### config.mk
export PLATFORM = sky130hd
export DESIGN_NAME = rr_sel_arbiter
export DESIGN_NICKNAME = d
export VERILOG_FILES = /design/src/rtl/rr_arb_pkg.sv /design/src/rtl/rr_arb_pick.sv /design/src/rtl/rr_sel_arbiter.sv
export SDC_FILE = /design/constraint.sdc
export NUM_CORES = 1
export LEC_CHECK = 0
export CAP_MARGIN = 20
export CORE_ASPECT_RATIO = 0.6
export CORE_UTILIZATION = 35
export DETAILED_ROUTE_END_ITERATION = 16
export RECOVER_POWER = 50
export SLEW_MARGIN = 20
export SYNTH_ARGS = -nofsm -noshare
export SYNTH_HDL_FRONTEND = slang
export SYNTH_SLANG_ARGS = --single-unit
### constraint.sdc
create_clock -name clk_i -period 3.5 [get_ports clk_i]
set_clock_uncertainty 0.1 [all_clocks]
set_input_delay 0.7 -clock clk_i [delete_from_list [all_inputs] [get_ports clk_i]]
set_output_delay 0.7 -clock clk_i [all_outputs]
set_load 0.005 [all_outputs]
### src/rtl/rr_arb_pkg.sv
// Shared types and helpers for the round-robin select arbiter and its mux tests.
package rr_arb_pkg;

  localparam int unsigned RR_ARB_N_DEFAULT = 4;

  typedef enum logic {ARB_IDLE, ARB_BUSY} arb_state_t;

  // Binary index of a one-hot vector; an all-zero vector maps to 0.
  function automatic int unsigned onehot_to_idx(input logic [31:0] oh);
    int unsigned r;
    r = 0;
    for (int unsigned i = 0; i < 32; i++) begin
      if (oh[i]) r = r | i;
    end
    return r;
  endfunction

endpackage

### src/rtl/rr_arb_pick.sv
// Combinational round-robin pick: rotate by ptr, find first set bit, unrotate.
module rr_arb_pick
  import rr_arb_pkg::*;
#(
  parameter int unsigned N     = RR_ARB_N_DEFAULT,
  parameter int unsigned IDX_W = $clog2(N)
) (
  input  logic [N-1:0]     req_i,
  input  logic [IDX_W-1:0] ptr_i,
  output logic [N-1:0]     pick_o,
  output logic [IDX_W-1:0] idx_o
);

  logic [N-1:0] rot;
  logic [N-1:0] first;
  logic         found;
  int unsigned  ptr_u;

  always_comb begin
    ptr_u  = 32'(ptr_i);
    rot    = '0;
    first  = '0;
    found  = 1'b0;
    pick_o = '0;
    for (int unsigned i = 0; i < N; i++) begin
      rot[i] = req_i[IDX_W'((i + ptr_u) % N)];
    end
    for (int unsigned i = 0; i < N; i++) begin
      if (!found && rot[i]) begin
        first[i] = 1'b1;
        found    = 1'b1;
      end
    end
    for (int unsigned i = 0; i < N; i++) begin
      if (first[i]) pick_o[IDX_W'((i + ptr_u) % N)] = 1'b1;
    end
    idx_o = IDX_W'(onehot_to_idx(32'(pick_o)));
  end

endmodule

### src/rtl/rr_sel_arbiter.sv
// Round-robin arbiter producing a registered one-hot mux select held until done_i.
// Optional hold watchdog enabled by defining RR_ARB_TIMEOUT_EN.
module rr_sel_arbiter
  import rr_arb_pkg::*;
#(
  parameter int unsigned N        = RR_ARB_N_DEFAULT,
  parameter int unsigned IDX_W    = $clog2(N),
  parameter int unsigned MAX_HOLD = 15
) (
  input  logic             clk_i,
  input  logic             rst_i,
  input  logic [N-1:0]     req_i,
  input  logic             done_i,
  output logic [N-1:0]     gnt_o,
  output logic             gnt_valid_o,
  output logic [IDX_W-1:0] gnt_idx_o,
  output logic             timeout_o
);

  arb_state_t       state_q, state_d;
  logic [IDX_W-1:0] ptr_q, ptr_d;
  logic [N-1:0]     gnt_q, gnt_d;
  logic [IDX_W-1:0] idx_q, idx_d;

  logic [IDX_W-1:0] pick_ptr;
  logic [IDX_W-1:0] ptr_next;
  logic [N-1:0]     pick_oh;
  logic [IDX_W-1:0] pick_idx;
  logic             grant_load;
  logic             wd_expire;
  logic             release_now;

  rr_arb_pick #(
    .N     (N),
    .IDX_W (IDX_W)
  ) u_pick (
    .req_i  (req_i),
    .ptr_i  (pick_ptr),
    .pick_o (pick_oh),
    .idx_o  (pick_idx)
  );

  assign ptr_next = (idx_q == IDX_W'(N - 1)) ? '0 : idx_q + IDX_W'(1);

  // On a release the pick already uses the advanced pointer, giving a bubble-free regrant.
  always_comb begin
    state_d     = state_q;
    ptr_d       = ptr_q;
    gnt_d       = gnt_q;
    idx_d       = idx_q;
    pick_ptr    = ptr_q;
    grant_load  = 1'b0;
    release_now = 1'b0;
    case (state_q)
      ARB_IDLE: begin
        if (|req_i) begin
          gnt_d      = pick_oh;
          idx_d      = pick_idx;
          grant_load = 1'b1;
          state_d    = ARB_BUSY;
        end
      end
      ARB_BUSY: begin
        release_now = done_i | wd_expire;
        if (release_now) begin
          ptr_d    = ptr_next;
          pick_ptr = ptr_next;
          if (|req_i) begin
            gnt_d      = pick_oh;
            idx_d      = pick_idx;
            grant_load = 1'b1;
          end else begin
            gnt_d   = '0;
            idx_d   = '0;
            state_d = ARB_IDLE;
          end
        end
      end
      default: state_d = ARB_IDLE;
    endcase
  end

  always_ff @(posedge clk_i) begin
    if (rst_i) begin
      state_q <= ARB_IDLE;
      ptr_q   <= '0;
      gnt_q   <= '0;
      idx_q   <= '0;
    end else begin
      state_q <= state_d;
      ptr_q   <= ptr_d;
      gnt_q   <= gnt_d;
      idx_q   <= idx_d;
    end
  end

`ifdef RR_ARB_TIMEOUT_EN
  localparam int unsigned HOLD_W = $clog2(MAX_HOLD + 1);

  logic [HOLD_W-1:0] hold_q, hold_d;
  logic              timeout_q;

  // hold_q counts BUSY cycles already elapsed, so expiry fires in the MAX_HOLD-th one.
  assign wd_expire = (state_q == ARB_BUSY) && (hold_q == HOLD_W'(MAX_HOLD - 1));

  always_comb begin
    hold_d = '0;
    if (!grant_load && state_q == ARB_BUSY) hold_d = hold_q + HOLD_W'(1);
  end

  always_ff @(posedge clk_i) begin
    if (rst_i) begin
      hold_q    <= '0;
      timeout_q <= 1'b0;
    end else begin
      hold_q    <= hold_d;
      timeout_q <= wd_expire & ~done_i;
    end
  end

  assign timeout_o = timeout_q;
`else
  assign wd_expire = 1'b0;
  assign timeout_o = 1'b0;
`endif

  assign gnt_o       = gnt_q;
  assign gnt_valid_o = |gnt_q;
  assign gnt_idx_o   = idx_q;

endmodule

==> Yosys cells after proc, flatten, opt, wreduce, memory -nomap -nowiden <==
Cells that the tools add are included.
{ "totals": {"register_bits": 9, "wordCells": 79} }
{ "op_classes": {"addsub": 4, "order_cmp": 8, "eq_ne": 3, "muxes": 43, "n_bitwise": 4, "reduce_logical": 13} }
{ "op_table": {"columns": ["cell", "count"], "rows": [
  ["4-bit two-way mux", 7],
  ["1-bit two-way mux", 17],
  ["2-bit two-way mux", 8],
  ["2-bit by 3-bit less-than comparator with 1-bit output, second input constant", 4],
  ["4-bit bitwise OR", 3],
  ["1-bit binary-select mux with 2-bit select", 4],
  ["1-bit demux with 2-bit select", 4],
  ["2-bit by 1-bit greater-or-equal comparator with 1-bit output, second input constant", 4],
  ["4-bit case mux with 2 select lines", 1],
  ["4-bit OR reduction", 2],
  ["1-bit logical AND", 7],
  ["2-bit adder, first input constant", 2],
  ["2-bit inequality test, second input constant", 2],
  ["2-bit case mux with 2 select lines", 1],
  ["1-bit zero test", 3],
  ["1-bit by 2-bit adder with 2-bit output, first input constant", 1],
  ["2-bit by 1-bit adder with 2-bit output, second input constant", 1],
  ["2-bit equality test, second input constant", 1],
  ["1-bit case mux with 2 select lines", 1],
  ["2-bit AND reduction", 1],
  ["1-bit inverter", 1]
]} }

==> Longest topological paths before layout <==
Gate-level depths: netlist of run 1.
{ "logic_depth": {"ltp_word": 23, "ltp_mapped": 11} }

==> Cells and area by module <==
Synthesis of run 1 repeated with hierarchy kept, for this count alone.
{ "unflattened": {"cells_unflattened": 93, "area_unflattened_um2": 833.3} }
{ "by_module_without_submodules": {"columns": ["module", "instances", "cells_per_inst", "area_each_um2", "seq_area_each_um2"], "rows": [
  ["rr_sel_arbiter", 1, 51, 446.7, 180.2],
  ["rr_arb_pick", 1, 42, 386.6, 0.0]
]} }

==> Worst setup path after synthesis of run 1 <==
OpenSTA, ideal clock, no wires.
{ "synth_timing": {"kind": "input-to-reg", "from": "input done_i", "to": "register idx_q[0], in the netlist gnt_idx_o[0]", "t_arrival_ps": 2719, "path_slack_ps": 562, "path_stages": 11, "path_buffers": 0, "path_cell_list": "nand2_2 mux2i_4 inv_1 ha_1 or3b_1 a211oi_1 mux2_2 a21oi_1 o211ai_2 a21o_1 o221a_1"} }
{ "synth_between": {"elab_chain_cells": 21} }
{ "synth_rtl": {"columns": ["item", "line", "text"], "rows": [
  ["start: declaration", "rr_sel_arbiter.sv:13", "input logic done_i,"],
  ["2-bit two-way mux (*)", null, null],
  ["2-bit two-way mux (*)", "rr_sel_arbiter.sv:54", "case (state_q)"],
  ["via pick_ptr[1]", "rr_sel_arbiter.sv:25", "logic [IDX_W-1:0] pick_ptr;"],
  ["parallel branches: the longest is 12 deep, another holds 2-bit by 3-bit less-than comparator with 1-bit output", null, null],
  ["4-bit two-way mux (*)", "rr_arb_pick.sv:35", "if (first[i]) pick_o[IDX_W'((i + ptr_u) % N)] = 1'b1;"],
  ["1-bit two-way mux", "rr_arb_pkg.sv:13", "if (oh[i]) r = r | i;"],
  ["2-bit two-way mux", "rr_arb_pkg.sv:13", null],
  ["2-bit two-way mux (*)", "rr_arb_pkg.sv:13", null],
  ["2-bit two-way mux", "rr_sel_arbiter.sv:68", "if (|req_i) begin"],
  ["2-bit two-way mux", "rr_sel_arbiter.sv:65", "if (release_now) begin"],
  ["2-bit case mux with 2 select lines (*)", "rr_sel_arbiter.sv:54", null],
  ["end signal: assignment", "rr_sel_arbiter.sv:93", "idx_q <= idx_d;"],
  ["end: declaration", "rr_sel_arbiter.sv:23", "logic [IDX_W-1:0] idx_q, idx_d;"]
]} }
Mark *: on every way through the listed nets, which the timed path passes. The select of a mux whose other input is x is not followed.
A chain may end at the register's enable or synchronous reset.

==> Worst setup path after layout of run 1 <==
Ends and elaborated chain as after synthesis.

==> results.ini, run 1 <==
[power]
p_leak_nw=0.452
p_comb_frac=0.468
ir_drop_uv=195
seqPwrFrac=0.277
netSwitchingPower_w=0.000171
p_int_w=0.000313
powerDensity_mw_per_mm2=455
p_clk_frac=0.254
swShare=0.353

[global_routing]
grt_pass1_wl_um=3280
grt_pass1_vias=649
grt_max_degree=10
antenna_found_initial=0
grt_remaining_overflow=0
track_usage=0.178

[cts]
post_cts_buffers=0
holdBufCountCts=0
clk_pin_slew_ps=50
clock-root-buffer=clkbuf_8
cts.sinks=9
cts_resized=0
h-tree-depth=1
cts_tree=built
clk_latency_ps=230
cts_buffers=3
ctsLongestPathBuffers=2

[die]
start_util=0.377
io_pins=15
core-area_mm2=0.00221
num_rows=13
dieHeight_um=39.8
die-area_mm2=0.00259
die_w_um=65.0

[yosys]
synth_cell_types=42
synth_flop_cell=dfxtp_1
synth-async-reset-ratio=0
syn_area_um2=833
yosysSeqAreaShare=0.216
synth-seq-cells=9
synth_enable_flop_cells=0
syn_area_per_cell_um2=9.26
synth_cells=90
synthTopCellsByArea=dfxtp_1, ha_1, mux2i_1
synth_area_leader_cell=dfxtp_1
ys.warnings.count=0
synth_top_area_frac=0.216
synth_fp_nets=104

[sta]
fmax_mhz=311
period_share=0.920
setup_tns_ps=0
finalSetupViolations=0
fin_crit_ps=3220
report.final.hold_viol_count=0
drv_slew=0
rsz0062_at_grt=false

[status]
run_status=finished clean

[finish]
n_fill_cell=231
area_growth_pct=27.6
num-nets-final=124
antennaDiodeCount=0
drive_above_1_share=0.174
fin_cells=139

[critical_path]
crit_path_top_delay_cell=clkdlybuf4s50_1
required_ps=3530
cp_max_fo=6
path_class=in2reg
crit_path_end_kind=flip-flop
path_cells=clkdlybuf4s50_1, nand2_2, mux2i_4, inv_1, ha_1, or3b_1, a211oi_1, mux2_2, a21oi_1, o211ai_2, a21o_1, o221a_1
path_buf_inv=2
cp_top_family=compound AO/OA/AOI/OAI gates
worstSetupStartpointType=input pin
max_stage_delay_ps=510
cp.arrival_ps=3250

[placed_design]
hpwlAfterDp_um=1530
io_buffers=13
gp_congestion=0.821
post-place-cells=135

[drt]
drc=0
first_pass_iters=4
drt-initial-drc-count=16
wl_per_cell_um=13.6
routed_via_density=5.39
ant_nets=0
wl_um=1890
vias=749

[job]
cap_violations=0

[worst_hold_path]
hp-class=reg2reg

## per-stage QoR
stage	util	hold WS (ps)	cell area (um^2)	power (W)	setup WS, ps
after global placement	0.460	394	1020	0.000365	36.9
final	0.481	401	1060	0.000484	280
after CTS	0.481	407	1060	0.000490	285
after detailed placement	0.460	398	1020	0.000366	28.4
after floorplan	-	370	833	0.000282	562
after global routing	0.481	427	1060	0.000516	112
## area by class of cell
cell class | instances | area (um^2) | area share
clock buffer | 4 | 45.0 | 0.0424
inverter | 7 | 28.8 | 0.0271
multi-input combinational | 72 | 612 | 0.575
sequential | 9 | 180 | 0.169
tap | 30 | 37.5 | 0.0353
timing repair buffer | 17 | 160 | 0.151
## cells in the mapped netlist, drive strengths merged (2+ instances only)
cell / n
inv: 7
a22o: 2
nor4: 2
buf: 2
a21oi: 2
nand2: 6
ha: 7
mux2i: 6
or3b: 2
nor2b: 4
nand4: 4
dfxtp: 9
nand3b: 5
o2111ai: 2
mux2: 3
o21ai: 2
a211oi: 2
nor2: 5
a22oi: 2
## placed cells by master (no fill, tap or decap), types with 2 or more instances in the layout
cell type / Yosys / routed
a211oi_1: 2 / 2
a21oi_1: 2 / 2
a22o_1: 2 / 2
a22oi_1: 2 / 2
buf_4: 1 / 4
clkbuf_8: 0 / 3
clkdlybuf4s50_1: 0 / 7
dfxtp_1: 9 / 9
dlygate4sd3_1: 0 / 6
ha_1: 7 / 7
inv_1: 6 / 6
mux2_2: 2 / 2
mux2i_1: 5 / 5
nand2_1: 5 / 5
nand3b_1: 5 / 5
nand4_1: 3 / 3
nor2_1: 4 / 4
nor2b_1: 4 / 4
nor4_1: 2 / 2
o2111ai_1: 2 / 2
o21ai_1: 2 / 2
or3b_1: 2 / 2
## kinds of logic (layout without fill, tap and decap cells)
family,count (synthesis),count (layout),share of synthesized area
other,1,1,0.00450
buffers and inverters,9,28,0.0496
muxes,9,9,0.132
adders and majority gates,7,7,0.105
xor gates and xnor gates,1,1,0.0105
and+or+nand+nor,34,34,0.281
AOI/OAI and AO/OA,20,20,0.201
DFF,9,9,0.216
## power by group through the flow
stage | Sequential, W | Combinational (W) | Clock [W]
finish | 0.000134 | 0.000226 | 0.000123
global route | 0.000136 | 0.000251 | 0.000129
detailed placement | 0.000136 | 0.000230 | 0
global placement | 0.000136 | 0.000229 | 0
CTS | 0.000134 | 0.000231 | 0.000124
floorplan | 0.000134 | 0.000148 | 0
## sequential cells by signal, indices dropped and copies added, names as in the netlist
signal     flops
gnt_o          4
gnt_idx_o      2
ptr_q          2
state_q        1
## metal layers
| metal | track usage | wire length, um | part of all wire | vias to the layer above |
|---|---|---|---|---|
| met3 | 0.0640 | 102 | 0.054 | 2 |
| met2 | 0.245 | 726 | 0.38 | 19 |
| met5 | 0 | 0 | 0 | - |
| met4 | 0.0333 | 10 | 0.0053 | 0 |
| met1 | 0.255 | 1050 | 0.56 | 351 |
| li1 | - | - | - | 377 |
## final timing paths
check	start	to	slack, ps	depth (start not counted)
hold / removal	gnt_o[1]	gnt_o[1]	400	1
setup / recovery	done_i	gnt_idx_o[0]	280	12
hold reg to reg	gnt_o[1]	gnt_o[1]	400	1
setup reg to reg	state_q	gnt_idx_o[0]	890	11
## worst reg2reg max path: stages, from the launching register on
cell and delay [ps]:
dfxtp_1 450, nand2_2 130, mux2i_4 180, inv_1 70, ha_1 380, or3b_1 140
a211oi_1 60, mux2_2 310, a21oi_1 190, o211ai_2 140, a21o_1 170, o221a_1 190
Note: power is estimated with default switching activity, not from simulation.
==> run 2, diff against run 1 <==
--- a/config.mk
+++ b/config.mk
@@ -7,6 +7,7 @@
 export LEC_CHECK = 0
 export CAP_MARGIN = 20
 export CORE_ASPECT_RATIO = 0.6
+export CORE_MARGIN = 4
 export CORE_UTILIZATION = 35
 export DETAILED_ROUTE_END_ITERATION = 16
 export RECOVER_POWER = 50
==> results.ini, run 2 (same netlist as run 1, synthesis figures left out) <==
[cts]
cts_tree=built
cts.sinks=9  ; unchanged
clk_latency_ps=230  ; about the same
holdBufCountCts=0  ; unchanged
clock-root-buffer=clkbuf_8
clk_pin_slew_ps=40  ; about the same
cts_buffers=3  ; unchanged
post_cts_buffers=0  ; unchanged
cts_resized=0  ; unchanged
h-tree-depth=1  ; unchanged
ctsLongestPathBuffers=2  ; unchanged

[drt]
vias=746  ; -0.40%
ant_nets=0  ; unchanged
wl_um=1850  ; -2.4%
drc=0  ; unchanged
drt-initial-drc-count=42  ; +26
routed_via_density=5.41  ; +0.32%
wl_per_cell_um=13.4  ; -1.7%
first_pass_iters=4  ; unchanged

[finish]
area_growth_pct=26.4
drive_above_1_share=0.157  ; -0.0169
final_cell_mix=dfxtp_1, ha_1, clkdlybuf4s50_1
largest_reg_flops=4  ; unchanged
n_fill_cell=219  ; -5.2%
antennaDiodeCount=0  ; unchanged
final_common_cell=dfxtp_1
num-nets-final=123  ; -0.81%
fin_cells=138  ; -0.72%

[placed_design]
gp_congestion=0.838  ; +2.1%
hpwlAfterDp_um=1480  ; -3.5%
post-place-cells=134  ; -0.74%
io_buffers=13  ; unchanged

[global_routing]
met2_usage=0.151  ; -0.0938
use_met1=0.187  ; -0.0683
grt_pass1_wl_um=3070  ; -6.5%
grt_pass1_vias=656  ; +1.1%
grt_remaining_overflow=0  ; unchanged
grt_max_degree=10  ; unchanged
grt_busiest_layer=met1
antenna_found_initial=0  ; unchanged
track_usage=0.123  ; -0.0547
met3_usage=0.0573  ; -0.00668

[critical_path]
path_class=in2reg
required_ps=3520  ; about the same
crit_path_end_kind=flip-flop
worstSetupStartpointType=input pin
cp_max_fo=6  ; unchanged
cp.arrival_ps=3300  ; +50 ps

[sta]
period_share=0.937  ; +0.0174
setup_tns_ps=0  ; unchanged
fin_crit_ps=3280  ; +61.0 ps
max_slew_margin=0.604
report.final.hold_viol_count=0  ; unchanged
finalSetupViolations=0  ; unchanged
tightest_slew_ps=588
drv_slew=0  ; unchanged
fmax_mhz=305  ; -1.9%
rsz0062_at_grt=false

[die]
io_pins=15  ; unchanged
core-area_mm2=0.00221  ; unchanged
num_rows=13  ; unchanged
die_w_um=71.0  ; +9.2%
die-area_mm2=0.00325  ; +26%
start_util=0.377  ; unchanged
dieHeight_um=45.8  ; +15%

[power]
p_leak_nw=0.449  ; -0.74%
total_power_w=0.000478  ; -1.1%
powerDensity_mw_per_mm2=454  ; -0.12%
ir_drop_uv=213  ; +9.0%

[job]
cap_violations=0  ; unchanged

[status]
run_status=finished clean

[worst_hold_path]
hp-class=reg2reg

-- run 2: changes by cell type in the layout (fill, tap and decap cells not counted), sizes merged --
cell / delta
buf: -1
-- run 2: layer usage --
layer,vias up,share of wire
li1,379,-
met1,347,0.55
met2,20,0.39
met3,0,0.063
met4,0,0
met5,-,0
-- run 2: layout make-up --
type / instances / area, um^2 / share of cell area
Multi-Input combinational cell: 72 / 609 / 0.578
Sequential cell: 9 / 180 / 0.171
Timing Repair Buffer: 16 / 153 / 0.145
Clock buffer: 4 / 45.0 / 0.0428
Tap cell: 30 / 37.5 / 0.0356
Inverter: 7 / 28.8 / 0.0273
-- run 2: worst paths after layout --
check	start	end	slack, ps	cells past startpoint
setup reg to reg	state_q	gnt_idx_o[0]	830	11
hold / removal	gnt_o[0]	gnt_o[0]	390	1
hold reg to reg	gnt_o[0]	gnt_o[0]	390	1
setup / recovery	done_i	gnt_idx_o[0]	220	12
-- run 2: critical path, cell delays in order --
cell and delay, ps:
clkdlybuf4s50_1 480, nand2_1 190, mux2i_4 250, inv_1 70
ha_1 390, or3b_1 140, a211oi_1 50, mux2_2 310
a21oi_1 190, o211ai_2 140, a21o_1 180, o221a_1 200
-- run 2: where the power goes --
part	leakage, nW	switching [W]	internal [W]
registers	0.0739	0.0000156	0.000118
logic	0.352	0.000112	0.000114
clock network	0.0228	0.0000395	0.0000792
total	0.449	0.000167	0.000312
-- run 2: through the flow --
step           setup WS (ps)  hold slack [ps]  cell area (um^2)  utilization
2_1_floorplan            562              370               833            -
3_3_place_gp            41.0              394              1010        0.457
3_5_place_dp            55.6              398              1010        0.457
4_1_cts                  286              409              1060        0.477
5_1_grt                 77.7              432              1050        0.476
6_report                 219              389              1050        0.476
==> run 3, diff against run 2 <==
--- a/config.mk
+++ b/config.mk
@@ -7,7 +7,6 @@
 export LEC_CHECK = 0
 export CAP_MARGIN = 20
 export CORE_ASPECT_RATIO = 0.6
-export CORE_MARGIN = 4
 export CORE_UTILIZATION = 35
 export DETAILED_ROUTE_END_ITERATION = 16
 export RECOVER_POWER = 50
==> results of run 3 <==
The final DEF is identical to that of run 1; final timing and power are the same.
